<file path="src/rtl/fir_mac_seq_pkg.sv">
// rtl/fir_mac_seq_pkg.sv - shared widths, FSM states and saturating arithmetic for the FIR MAC
// Arithmetic helpers work in CALC_W bits so one definition serves every instance width.
package fir_pkg;

    localparam int DEF_DATA_W = 3;
    localparam int DEF_COEF_W = 16;
    localparam int DEF_TAPS   = 10;
    localparam int DEF_ACC_W  = 24;
    localparam int DEF_OUT_W  = 16;
    localparam int DEF_SHIFT  = 0;
    localparam int CALC_W     = 64;

    typedef enum logic [1:0] {IDLE, RUN, DRAIN, DONE} state_t;

    typedef struct packed {
        logic [CALC_W-1:0] val;
        logic              ovf;
    } sat_t;

    function automatic sat_t clamp_to(input logic signed [CALC_W-1:0] v, input int w);
        logic signed [CALC_W-1:0] hi;
        logic signed [CALC_W-1:0] lo;
        sat_t r;
        hi = (64'sd1 <<< (w - 1)) - 64'sd1;
        lo = -(64'sd1 <<< (w - 1));
        r.val = v;
        r.ovf = 1'b0;
        if (v > hi) begin
            r.val = hi;
            r.ovf = 1'b1;
        end else if (v < lo) begin
            r.val = lo;
            r.ovf = 1'b1;
        end
        return r;
    endfunction

    // Operands are sign-extended to CALC_W, so the exact sum never wraps before the clamp.
    function automatic sat_t sat_add(input logic signed [CALC_W-1:0] a,
                                     input logic signed [CALC_W-1:0] b,
                                     input int w);
        return clamp_to(a + b, w);
    endfunction

    function automatic sat_t round_shift_sat(input logic signed [CALC_W-1:0] acc,
                                             input int shift,
                                             input int out_w);
        logic signed [CALC_W-1:0] r;
        r = acc;
        if (shift > 0) r = r + (64'sd1 <<< (shift - 1));
        r = r >>> shift;
        return clamp_to(r, out_w);
    endfunction

endpackage

</file>
<file path="src/rtl/fir_mac_seq_if.sv">
// rtl/fir_mac_seq_if.sv - control, SpSram read and result signals of the FIR MAC engine
interface fir_mac_seq_if import fir_pkg::*; #(
    parameter int DATA_W = DEF_DATA_W,
    parameter int COEF_W = DEF_COEF_W,
    parameter int TAPS   = DEF_TAPS,
    parameter int OUT_W  = DEF_OUT_W
);
    localparam int AW = (TAPS > 1) ? $clog2(TAPS) : 1;

    logic                     iStart;
    logic                     iAbort;
    logic [AW-1:0]            oAddr;
    logic                     oRdEn;
    logic signed [DATA_W-1:0] iDelay;
    logic signed [COEF_W-1:0] iCoeff;
    logic signed [OUT_W-1:0]  oMac;
    logic                     oValid;
    logic                     oBusy;
    logic                     oOvf;

    modport master (output iStart, iAbort, iDelay, iCoeff,
                    input  oAddr, oRdEn, oMac, oValid, oBusy, oOvf);
    modport slave  (input  iStart, iAbort, iDelay, iCoeff,
                    output oAddr, oRdEn, oMac, oValid, oBusy, oOvf);
endinterface

</file>
<file path="src/rtl/fir_mac_seq_outsat.sv">
// rtl/fir_mac_seq_outsat.sv - round half up, arithmetic shift and saturate ACC_W to OUT_W
module fir_mac_outsat import fir_pkg::*; #(
    parameter int ACC_W = DEF_ACC_W,
    parameter int OUT_W = DEF_OUT_W,
    parameter int SHIFT = DEF_SHIFT
) (
    input  logic signed [ACC_W-1:0] i_acc,
    output logic signed [OUT_W-1:0] o_mac,
    output logic                    o_clamp
);
    sat_t w_res;
    logic w_unused;

    always_comb begin
        w_res   = round_shift_sat({{(CALC_W-ACC_W){i_acc[ACC_W-1]}}, i_acc}, SHIFT, OUT_W);
        o_mac   = w_res.val[OUT_W-1:0];
        o_clamp = w_res.ovf;
    end

    assign w_unused = ^w_res.val[CALC_W-1:OUT_W];
endmodule

</file>
<file path="src/rtl/fir_mac_seq.sv">
// rtl/fir_mac_seq.sv - sequential TAPS-tap MAC: address walk, product/accumulate pipe, output stage
module fir_mac_seq import fir_pkg::*; #(
    parameter int DATA_W = DEF_DATA_W,
    parameter int COEF_W = DEF_COEF_W,
    parameter int TAPS   = DEF_TAPS,
    parameter int ACC_W  = DEF_ACC_W,
    parameter int OUT_W  = DEF_OUT_W,
    parameter int SHIFT  = DEF_SHIFT
) (
    input logic          iClk12M,
    input logic          iRsn,
    fir_mac_seq_if.slave bus
);
    localparam int AW = (TAPS > 1) ? $clog2(TAPS) : 1;
    localparam int PW = DATA_W + COEF_W;
    localparam logic [AW-1:0] LAST_ADDR = AW'(TAPS - 1);

    state_t r_state, w_state_nxt;
    logic w_start, w_abort, w_last, w_add_ovf, w_clamp, w_unused;
    logic [AW-1:0] r_addr;
    logic r_rden, r_rd_d, r_v1, r_ovf_acc, r_busy, r_valid, r_ovf;
    logic signed [PW-1:0] r_prod, w_dext, w_cext, w_prod;
    logic signed [ACC_W-1:0] r_acc, w_sum;
    logic signed [OUT_W-1:0] r_mac, w_mac;
    sat_t w_add;

    assign w_abort = bus.iAbort && (r_state != IDLE);
    assign w_last  = (r_addr == LAST_ADDR);

    always_comb begin
        w_state_nxt = r_state;
        w_start     = 1'b0;
        if (w_abort) begin
            w_state_nxt = IDLE;
        end else begin
            case (r_state)
                IDLE:  if (bus.iStart && !bus.iAbort) begin
                           w_state_nxt = RUN;
                           w_start     = 1'b1;
                       end
                RUN:   if (w_last) w_state_nxt = DRAIN;
                // The last product is still in r_v1 here; it lands in the acc on the DONE edge.
                DRAIN: if (!r_rd_d) w_state_nxt = DONE;
                DONE:  w_state_nxt = IDLE;
                default: w_state_nxt = IDLE;
            endcase
        end
    end

    always_comb begin
        w_dext    = {{COEF_W{bus.iDelay[DATA_W-1]}}, bus.iDelay};
        w_cext    = {{DATA_W{bus.iCoeff[COEF_W-1]}}, bus.iCoeff};
        w_prod    = w_dext * w_cext;
        w_add     = sat_add({{(CALC_W-ACC_W){r_acc[ACC_W-1]}}, r_acc},
                            {{(CALC_W-PW){r_prod[PW-1]}}, r_prod}, ACC_W);
        w_sum     = w_add.val[ACC_W-1:0];
        w_add_ovf = w_add.ovf;
    end

    assign w_unused = ^w_add.val[CALC_W-1:ACC_W];

    fir_mac_outsat #(.ACC_W(ACC_W), .OUT_W(OUT_W), .SHIFT(SHIFT)) u_outsat (
        .i_acc   (r_acc),
        .o_mac   (w_mac),
        .o_clamp (w_clamp)
    );

    always_ff @(posedge iClk12M or negedge iRsn) begin
        if (!iRsn) begin
            r_state   <= IDLE;
            r_addr    <= '0;
            r_rden    <= 1'b0;
            r_rd_d    <= 1'b0;
            r_v1      <= 1'b0;
            r_prod    <= '0;
            r_acc     <= '0;
            r_ovf_acc <= 1'b0;
            r_busy    <= 1'b0;
            r_valid   <= 1'b0;
            r_mac     <= '0;
            r_ovf     <= 1'b0;
        end else begin
            r_state <= w_state_nxt;
            r_busy  <= (r_state != IDLE) && !w_abort;
            r_valid <= 1'b0;
            if (w_abort) begin
                r_addr    <= '0;
                r_rden    <= 1'b0;
                r_rd_d    <= 1'b0;
                r_v1      <= 1'b0;
                r_acc     <= '0;
                r_ovf_acc <= 1'b0;
            end else begin
                r_rd_d <= r_rden;
                r_v1   <= r_rd_d;
                if (r_rd_d) r_prod <= w_prod;
                if (w_start) begin
                    r_addr    <= '0;
                    r_rden    <= 1'b1;
                    r_acc     <= '0;
                    r_ovf_acc <= 1'b0;
                end else if (r_state == RUN) begin
                    if (w_last) begin
                        r_addr <= '0;
                        r_rden <= 1'b0;
                    end else begin
                        r_addr <= r_addr + AW'(1);
                    end
                end
                if (r_v1) begin
                    r_acc     <= w_sum;
                    r_ovf_acc <= r_ovf_acc | w_add_ovf;
                end
                if (r_state == DONE) begin
                    r_valid <= 1'b1;
                    r_mac   <= w_mac;
                    r_ovf   <= w_clamp | r_ovf_acc;
                end
            end
        end
    end

    assign bus.oAddr  = r_addr;
    assign bus.oRdEn  = r_rden;
    assign bus.oMac   = r_mac;
    assign bus.oValid = r_valid;
    assign bus.oBusy  = r_busy;
    assign bus.oOvf   = r_ovf;
endmodule

</file>
<file path="src/flat_wrapper.sv">
// flat-port wrapper written by rule: the top's interface ports become plain ports
module fir_mac_seq_flat import fir_pkg::*;
#(
    parameter int DATA_W = DEF_DATA_W,
    parameter int COEF_W = DEF_COEF_W,
    parameter int TAPS   = DEF_TAPS,
    parameter int ACC_W  = DEF_ACC_W,
    parameter int OUT_W  = DEF_OUT_W,
    parameter int SHIFT  = DEF_SHIFT
)
  (iClk12M, iRsn, bus_iStart, bus_iAbort, bus_iDelay, bus_iCoeff, bus_oAddr, bus_oRdEn, bus_oMac, bus_oValid, bus_oBusy, bus_oOvf);
  fir_mac_seq_if #(.DATA_W(DATA_W), .COEF_W(COEF_W), .TAPS(TAPS), .OUT_W(OUT_W)) bus_i ();
  input logic iClk12M;
  input logic iRsn;
  input wire logic [$bits(bus_i.iStart)-1:0] bus_iStart;
  input wire logic [$bits(bus_i.iAbort)-1:0] bus_iAbort;
  input wire logic [$bits(bus_i.iDelay)-1:0] bus_iDelay;
  input wire logic [$bits(bus_i.iCoeff)-1:0] bus_iCoeff;
  output wire logic [$bits(bus_i.oAddr)-1:0] bus_oAddr;
  output wire logic [$bits(bus_i.oRdEn)-1:0] bus_oRdEn;
  output wire logic [$bits(bus_i.oMac)-1:0] bus_oMac;
  output wire logic [$bits(bus_i.oValid)-1:0] bus_oValid;
  output wire logic [$bits(bus_i.oBusy)-1:0] bus_oBusy;
  output wire logic [$bits(bus_i.oOvf)-1:0] bus_oOvf;
  assign bus_i.iStart = bus_iStart;
  assign bus_i.iAbort = bus_iAbort;
  assign bus_i.iDelay = bus_iDelay;
  assign bus_i.iCoeff = bus_iCoeff;
  assign bus_oAddr = bus_i.oAddr;
  assign bus_oRdEn = bus_i.oRdEn;
  assign bus_oMac = bus_i.oMac;
  assign bus_oValid = bus_i.oValid;
  assign bus_oBusy = bus_i.oBusy;
  assign bus_oOvf = bus_i.oOvf;
  fir_mac_seq #(.DATA_W(DATA_W), .COEF_W(COEF_W), .TAPS(TAPS), .ACC_W(ACC_W), .OUT_W(OUT_W), .SHIFT(SHIFT)) u_core (.iClk12M(iClk12M), .iRsn(iRsn), .bus(bus_i));
endmodule
</file>
<file path="config.mk">
export PLATFORM = sky130hd
export DESIGN_NAME = fir_mac_seq_flat
export DESIGN_NICKNAME = d
export VERILOG_FILES = /design/src/rtl/fir_mac_seq_pkg.sv /design/src/rtl/fir_mac_seq_if.sv /design/src/rtl/fir_mac_seq_outsat.sv /design/src/rtl/fir_mac_seq.sv /design/src/flat_wrapper.sv
export SDC_FILE = /design/constraint.sdc
export NUM_CORES = 1
export LEC_CHECK = 0
export ABC_CLOCK_PERIOD_IN_PS = 4000
export CORE_UTILIZATION = 60
export DETAILED_ROUTE_END_ITERATION = 12
export HOLD_SLACK_MARGIN = 0.15
export PLACE_DENSITY = 0.8
export SYNTH_ARGS = -nofsm -noshare
export SYNTH_HDL_FRONTEND = slang
export SYNTH_SLANG_ARGS = --single-unit
</file>
<file path="constraint.sdc">
create_clock -name iClk12M -period 4 [get_ports iClk12M]
set_clock_uncertainty 0.1 [all_clocks]
set_input_delay 0.6 -clock iClk12M [delete_from_list [all_inputs] [get_ports iClk12M]]
set_output_delay 0.6 -clock iClk12M [all_outputs]
set_load 0.01 [all_outputs]
</file>
# After elaboration in Yosys (flattened, before gate mapping)
# Cells that the tools add are included.
# W data, S select, Z words.
[word_totals]
romBits = 0
reg_bits = 72
wordCells = 73
input_bits = 23
mem_count = 0
latchBits = 0
ram_bits = 0
output_inout_bits = 24
[classes]
n_mul = 1
muxes = 30
n_bitwise = 3
n_addsub = 2
magnitude_cmp = 4
eq_ne = 7
n_shift = 0
n_div = 0
reduce_logical = 14
[op_table]
columns = ["cell", "n"]
rows = [
  ["$mux W24", 3],
  ["$mux W25", 2],
  ["$mux W17", 2],
  ["$add A24 B19 Y25", 1],
  ["$gt A25 B24 Y1 const B", 1],
  ["$lt A25 B24 Y1 const B", 1],
  ["$gt A24 B16 Y1 const B", 1],
  ["$lt A24 B16 Y1 const B", 1],
  ["$mul A3 B16 Y19", 1],
  ["$mux W4", 4],
  ["$mux W1", 14],
  ["$reduce_bool A3 Y1", 3],
  ["$mux W2", 4],
  ["$pmux W2 S4", 1],
  ["$ne A3 B1 Y1 const B", 2],
  ["$reduce_and A2 Y1", 3],
  ["$add A4 B1 Y4 const B", 1],
  ["$eq A2 B2 Y1 const B", 2],
  ["$eq A4 B4 Y1 const B", 1],
  ["$logic_and A1 B1 Y1", 3],
  ["$ne A3 B2 Y1 const B", 1],
  ["$reduce_and A3 Y1", 1],
  ["$eq A2 B1 Y1 const B", 1],
  ["$logic_not A1 Y1", 2],
  ["other kinds (4)", 5],
]

# Logic depth before layout (Yosys ltp)
[depth]
ltp_word = 8
depth_mapped = 15
depth_no_buf = 14

# By module
# A second synthesis with hierarchy kept.
[hier_totals]
cells_unflattened = 652
hier_area_um2 = 5974.5
[by_module_without_submodules]
columns = ["mod", "cells_per_inst", "seq_area_each_um2", "area_each_um2", "n_inst"]
rows = [
  ["fir_mac_seq", 607, 1801.7, 5674.2, 1],
  ["fir_mac_outsat", 45, 0.0, 300.3, 1],
]

# Worst setup path before layout
# OpenSTA, ideal clock, no wires.
[synth_path]
path_type = "input-to-reg"
from = "in bus_iDelay[2]"
to = "reg u_core.r_prod[17]"
t_required_ns = 3.813
slack_ns = -0.163
cell_stages = 15
arrival_ns = 3.976
setup_time_ns = 0.087
n_path_buf = 1
path_cell_list = "clkbuf_1 > nand2b_1 > fa_1 > inv_1 > fa_1 > ha_1 > fa_1 > a21o_1 > a21oi_1 > o21bai_1 > a21oi_1 > o21a_1 > o211ai_1 > a311o_1 > o211ai_1"
[synth_via]
elab_chain_len = 1
[synth_rtl]
columns = ["item", "line", "rtl"]
rows = [
  ["start, declared", "flat_wrapper.sv:17", "input wire logic [$bits(bus_i.iDelay)-1:0] bus_iDelay;"],
  ["$mul A3 B16 Y19", "fir_mac_seq.sv:53", "w_prod = w_dext * w_cext;"],
  ["end signal, assigned", "fir_mac_seq.sv:96", "if (r_rd_d) r_prod <= w_prod;"],
  ["end, declared", "fir_mac_seq.sv:22", "logic signed [PW-1:0] r_prod, w_dext, w_cext, w_prod;"],
]
# Every way passes these cells.
# A chain may end at the register's enable or synchronous reset.

# Worst setup path in the final report
[layout_path]
from = "in bus_iCoeff[3]"
to = "reg u_core.r_prod[17]"
[layout_via]
elab_chain_len = 1
[layout_rtl]
columns = ["item", "line", "rtl"]
rows = [
  ["start, declared", "flat_wrapper.sv:18", "input wire logic [$bits(bus_i.iCoeff)-1:0] bus_iCoeff;"],
  ["$mul A3 B16 Y19", "fir_mac_seq.sv:53", ""],
]
# Every way passes these cells.

==> report_table.html <==
<table>
<tr><th>Metric</th><th>Value</th></tr>
<tr><th colspan="2">Outcome</th></tr>
<tr><td>Result of the run</td><td>completed</td></tr>
<tr><th colspan="2">Yosys</th></tr>
<tr><td>Post-synthesis share of cell area spent on xor and xnor gates</td><td>4.75%</td></tr>
<tr><td>Area fraction of the dominant cell type after synthesis</td><td>31.5%</td></tr>
<tr><td>Main area contributors after synthesis</td><td>sky130_fd_sc_hd__dfrtp_1, sky130_fd_sc_hd__ha_1, sky130_fd_sc_hd__fa_1</td></tr>
<tr><td>Largest family of logic cells by synthesized area</td><td>compound AO/OA/AOI/OAI gates</td></tr>
<tr><td>Post-synthesis mux area share</td><td>1.66%</td></tr>
<tr><td>Fraction of the yosys area taken by sequential cells</td><td>31.5%</td></tr>
<tr><td>Most numerous cell types in the synthesized netlist</td><td>sky130_fd_sc_hd__nand2_1, sky130_fd_sc_hd__dfrtp_1, sky130_fd_sc_hd__o21ai_0</td></tr>
<tr><td>Prevailing post-synth register cell</td><td>sky130_fd_sc_hd__dfrtp_1</td></tr>
<tr><td>Post-synth ARST share</td><td>100%</td></tr>
<tr><td>Number of instances in the synthesized netlist</td><td>628</td></tr>
<tr><td>Cell area after synthesis</td><td>0.00572 mm^2</td></tr>
<tr><td>Count of distinct cell types in the synthesized netlist</td><td>65</td></tr>
<tr><td>Simple-Gate Fraction of Synth Area</td><td>14.7%</td></tr>
<tr><td>Total of warnings raised by yosys</td><td>0</td></tr>
<tr><td>Count of flip-flops with a built-in enable after synthesis</td><td>0</td></tr>
<tr><td>Post-synthesis average cell area</td><td>9.10 um^2</td></tr>
<tr><td>Post-Syn Nets</td><td>731</td></tr>
<tr><td>Synth Area in Adders</td><td>19.9%</td></tr>
<tr><td>Top cell type by total area after synthesis</td><td>sky130_fd_sc_hd__dfrtp_1</td></tr>
<tr><td>Most frequent cell after synthesis</td><td>sky130_fd_sc_hd__nand2_1</td></tr>
<tr><td>FF+latch count, synth</td><td>72</td></tr>
<tr><td>Share of the synthesized area in compound gates (AO/OA/AOI/OAI)</td><td>22.2%</td></tr>
<tr><th colspan="2">STA</th></tr>
<tr><td>Worst max-slew margin expressed relative to the limit</td><td>29.8%</td></tr>
<tr><td>Final count of hold timing violations</td><td>0</td></tr>
<tr><td>Total negative slack</td><td>0 ns</td></tr>
<tr><td>Final setup viols</td><td>0</td></tr>
<tr><td>Final worst path period share</td><td>97.2%</td></tr>
<tr><td>Transition time at the pin with the least slew margin</td><td>1.05 ns</td></tr>
<tr><td>Min setup slack post-route</td><td>0.110 ns</td></tr>
<tr><td>Maximum clock frequency</td><td>257 MHz</td></tr>
<tr><td>Max-slew violation count</td><td>0</td></tr>
<tr><td>Tmin final</td><td>3.89 ns</td></tr>
<tr><th colspan="2">Floorplanning</th></tr>
<tr><td>Top-level port count</td><td>47</td></tr>
<tr><td>Core Region</td><td>0.00924 mm^2</td></tr>
<tr><td>Number of standard-cell rows in the floorplan</td><td>35</td></tr>
<tr><td>Die W</td><td>99.6 um</td></tr>
<tr><td>Height of the die</td><td>99.6 um</td></tr>
<tr><td>Starting density of the core</td><td>61.9%</td></tr>
<tr><td>Die area</td><td>0.00992 mm^2</td></tr>
<tr><th colspan="2">Placement</th></tr>
<tr><td>Routability cong.</td><td>0.876</td></tr>
<tr><td>Worst slack after detailed placement</td><td>-0.621 ns</td></tr>
<tr><td>Number of I/O port buffers</td><td>46</td></tr>
<tr><td>Detailed Place HPWL</td><td>8920 um</td></tr>
<tr><td>Standard cell area after detailed placement</td><td>0.00647 mm^2</td></tr>
<tr><th colspan="2">Pwr</th></tr>
<tr><td>Leak Pwr</td><td>3.36 nW</td></tr>
<tr><td>Power per Cell Area</td><td>692 mW/mm^2</td></tr>
<tr><td>Peak supply drop</td><td>258 uV</td></tr>
<tr><th colspan="2">GRT</th></tr>
<tr><td>Overflow left after global routing</td><td>0</td></tr>
<tr><td>Pin count of the biggest net entering global routing</td><td>50</td></tr>
<tr><td>Combined global-route utilization of all metal layers</td><td>23.7%</td></tr>
<tr><td>Global-route wire length before repair</td><td>19100 um</td></tr>
<tr><td>Vias in the first global route</td><td>4508</td></tr>
<tr><td>Number of antenna violations at the first check in global routing</td><td>0</td></tr>
<tr><th colspan="2">Critical path</th></tr>
<tr><td>Maximum fanout along the worst path</td><td>4</td></tr>
<tr><td>Worst Path Required</td><td>4.16 ns</td></tr>
<tr><td>Worst r2r src</td><td>u_core.r_acc[2]$_DFFE_PN0P_</td></tr>
<tr><td>Worst setup EP type</td><td>flip-flop</td></tr>
<tr><td>Category of the worst setup path launch point</td><td>primary input</td></tr>
<tr><td>Critical path class</td><td>in -&gt; reg</td></tr>
<tr><td>Crit Reg-Reg Endpoint</td><td>u_core.r_acc[0]$_DFFE_PN0P_</td></tr>
<tr><td>Cell depth of the worst flop-to-flop path</td><td>9</td></tr>
<tr><td>Delay of the slowest cell on the worst path</td><td>0.50 ns</td></tr>
<tr><td>Crit path DAT</td><td>4.05 ns</td></tr>
<tr><td>R2r setup slk</td><td>0.80 ns</td></tr>
<tr><td>CP cell instances</td><td>clkdlybuf4s50_1 -&gt; nand2_1 -&gt; fa_1 -&gt; inv_1 -&gt; ha_1 -&gt; ha_2 -&gt; buf_4 -&gt; fa_2 -&gt; a21o_1 -&gt; a21oi_2 -&gt; o21bai_1 -&gt; a21oi_2 -&gt; o21a_1 -&gt; o211ai_1 -&gt; a311o_1 -&gt; o211ai_1</td></tr>
<tr><td>Critical-path cell with the highest stage delay</td><td>sky130_fd_sc_hd__clkdlybuf4s50_1</td></tr>
<tr><th colspan="2">Final layout</th></tr>
<tr><td>Final-stage net count</td><td>802</td></tr>
<tr><td>Ant diodes</td><td>0</td></tr>
<tr><td>Proportion of layout cells with a drive suffix above 1</td><td>13.1%</td></tr>
<tr><td>Summed area of non-filler cells in the final layout</td><td>0.00675 mm^2</td></tr>
<tr><td>Final Core Density</td><td>73.1%</td></tr>
<tr><td>Area overhead of the layout relative to synthesis</td><td>18.1%</td></tr>
<tr><td>Total of fill cells in the finished design</td><td>694</td></tr>
<tr><th colspan="2">Detailed routing</th></tr>
<tr><td>Iteration-0 DRC Markers</td><td>182</td></tr>
<tr><td>Average wire length per cell after detail routing</td><td>13.7 um</td></tr>
<tr><td>DR DRC count</td><td>0</td></tr>
<tr><td>Number of iterations in the first detailed-routing pass</td><td>5</td></tr>
<tr><td>Final WL</td><td>11400 um</td></tr>
<tr><td>Vias per cell</td><td>5.65</td></tr>
<tr><td>Via count</td><td>4705</td></tr>
<tr><td>Antenna-violating nets left</td><td>0</td></tr>
<tr><th colspan="2">Clock network</th></tr>
<tr><td>TritonCTS clock tree</td><td>built</td></tr>
<tr><td>Number of buffers on the longest clock path</td><td>2</td></tr>
<tr><td>Clk Latency, worst-skew pair</td><td>0.35 ns</td></tr>
<tr><td>CTS clk-pin slew, worst paths</td><td>0.08 ns</td></tr>
<tr><td>Number of buffers created by CTS</td><td>9</td></tr>
<tr><td>Buffer cell driving the clock tree root</td><td>sky130_fd_sc_hd__clkbuf_8</td></tr>
<tr><td>CTS H-tree depth</td><td>3</td></tr>
<tr><td>CTS sink count</td><td>72</td></tr>
<tr><th colspan="2">Worst hold path</th></tr>
<tr><td>Path category of the worst min-delay check</td><td>in -&gt; async</td></tr>
<tr><th colspan="2">Run</th></tr>
<tr><td>Total of max-cap violations</td><td>0</td></tr>
</table>
## critical path, delay by kind of cell
kind | cells | cell delay [ns]
AOI/OAI and AO/OA | 8 | 1.37
buffers and inverters | 3 | 0.67
adders and majority gates | 4 | 1.31
and+or+nand+nor | 1 | 0.08
## sequential cells by signal (all words and copies together), names as in the netlist
name / flops
u_core.bus.oRdEn: 1
u_core.bus.oBusy: 1
u_core.r_state: 2
u_core.bus.oAddr: 4
u_core.bus.oMac: 16
u_core.bus.oOvf: 1
u_core.bus.oValid: 1
u_core.r_acc: 24
u_core.r_rd_d: 1
u_core.r_v1: 1
u_core.r_prod: 19
u_core.r_ovf_acc: 1
## layout make-up
class / instances / area (um^2) / share of cell area (%)
flip-flops and latches: 72 / 1800 / 26.7
well taps: 129 / 161 / 2.39
clock inverters: 7 / 95.1 / 1.41
repair buffers: 79 / 703 / 10.4
multi-input cells: 485 / 3670 / 54.4
clock buffers: 9 / 124 / 1.84
inverters: 52 / 195 / 2.89
## worst max path at each step
stage | from | end | slack [ns] | depth (start not counted)
4_1_cts | bus_iCoeff[2] | u_core.r_prod[14]$_DFFE_PN0P_ | 0.007 | 15
5_1_grt | bus_iCoeff[3] | u_core.r_prod[17]$_DFFE_PN0P_ | -0.02 | 16
2_1_floorplan | bus_iDelay[2] | u_core.r_prod[17]$_DFFE_PN0P_ | 0.02 | 15
3_5_place_dp | bus_iDelay[2] | u_core.r_prod[17]$_DFFE_PN0P_ | -0.62 | 16
3_3_place_gp | bus_iDelay[2] | u_core.r_prod[17]$_DFFE_PN0P_ | -0.48 | 16
6_report | bus_iCoeff[3] | u_core.r_prod[17]$_DFFE_PN0P_ | 0.11 | 16
## per-stage QoR
stage          instances  hold slack, ns  power (W)
2_1_floorplan        628           0.204    0.00329
3_3_place_gp         816           0.361    0.00387
3_5_place_dp         816           0.371    0.00400
4_1_cts              833           0.357    0.00466
5_1_grt              833           0.409    0.00507
6_report             833           0.330    0.00467
## power by group
part | internal (W) | switching [W]
combinational | 0.00128 | 0.00145
clock | 0.000352 | 0.000280
sequential | 0.00105 | 0.000251
total | 0.00269 | 0.00198
## timing repair
item / 4_1_cts / 5_1_grt
setup endpoints to repair: 6 / 6
buffers inserted: 1 / 0
hold buffers: 0 / 0
resized for setup: 9 / 12
pin swaps: 8 / 6
## cell families (layout without fill, tap and decap cells)
group                    Yosys count  after routing
adder cells (fa/ha/maj)           80             80
flip-flops                        72             72
AO/OA/AOI/OAI                    189            189
AND/OR/NAND/NOR                  177            177
buffers and inverters             71            147
multiplexers                       8              8
XOR/XNOR                          31             31
## layout by cell type, fill, tap and decap left out, drive strengths merged, types with 6 or more instances in the layout
master         instances
nor3                   7
and2                   9
clkdlybuf4s50         39
fa                    18
dfrtp                 72
clkbuf                10
xnor2                 22
mux2                   6
xor2                   9
buf                   34
nor2                  21
a221o                 23
inv                   52
nand2b                16
a21oi                 34
a21o                  18
o21bai                 8
and3                  10
nand3                 14
o21ai                 66
nand2                 83
ha                    62
a31oi                  9
## per-layer routing
layer | vias up | GRT usage, % | wire length, um
met2 | 118 | 42.6 | 5740
met3 | 6 | 3.58 | 402
met1 | 2204 | 29.4 | 5160
li1 | 2377 | - | -
met4 | 0 | 7.47 | 77
met5 | - | 0 | 0
No activity file was read; power rests on OpenSTA's default activity.
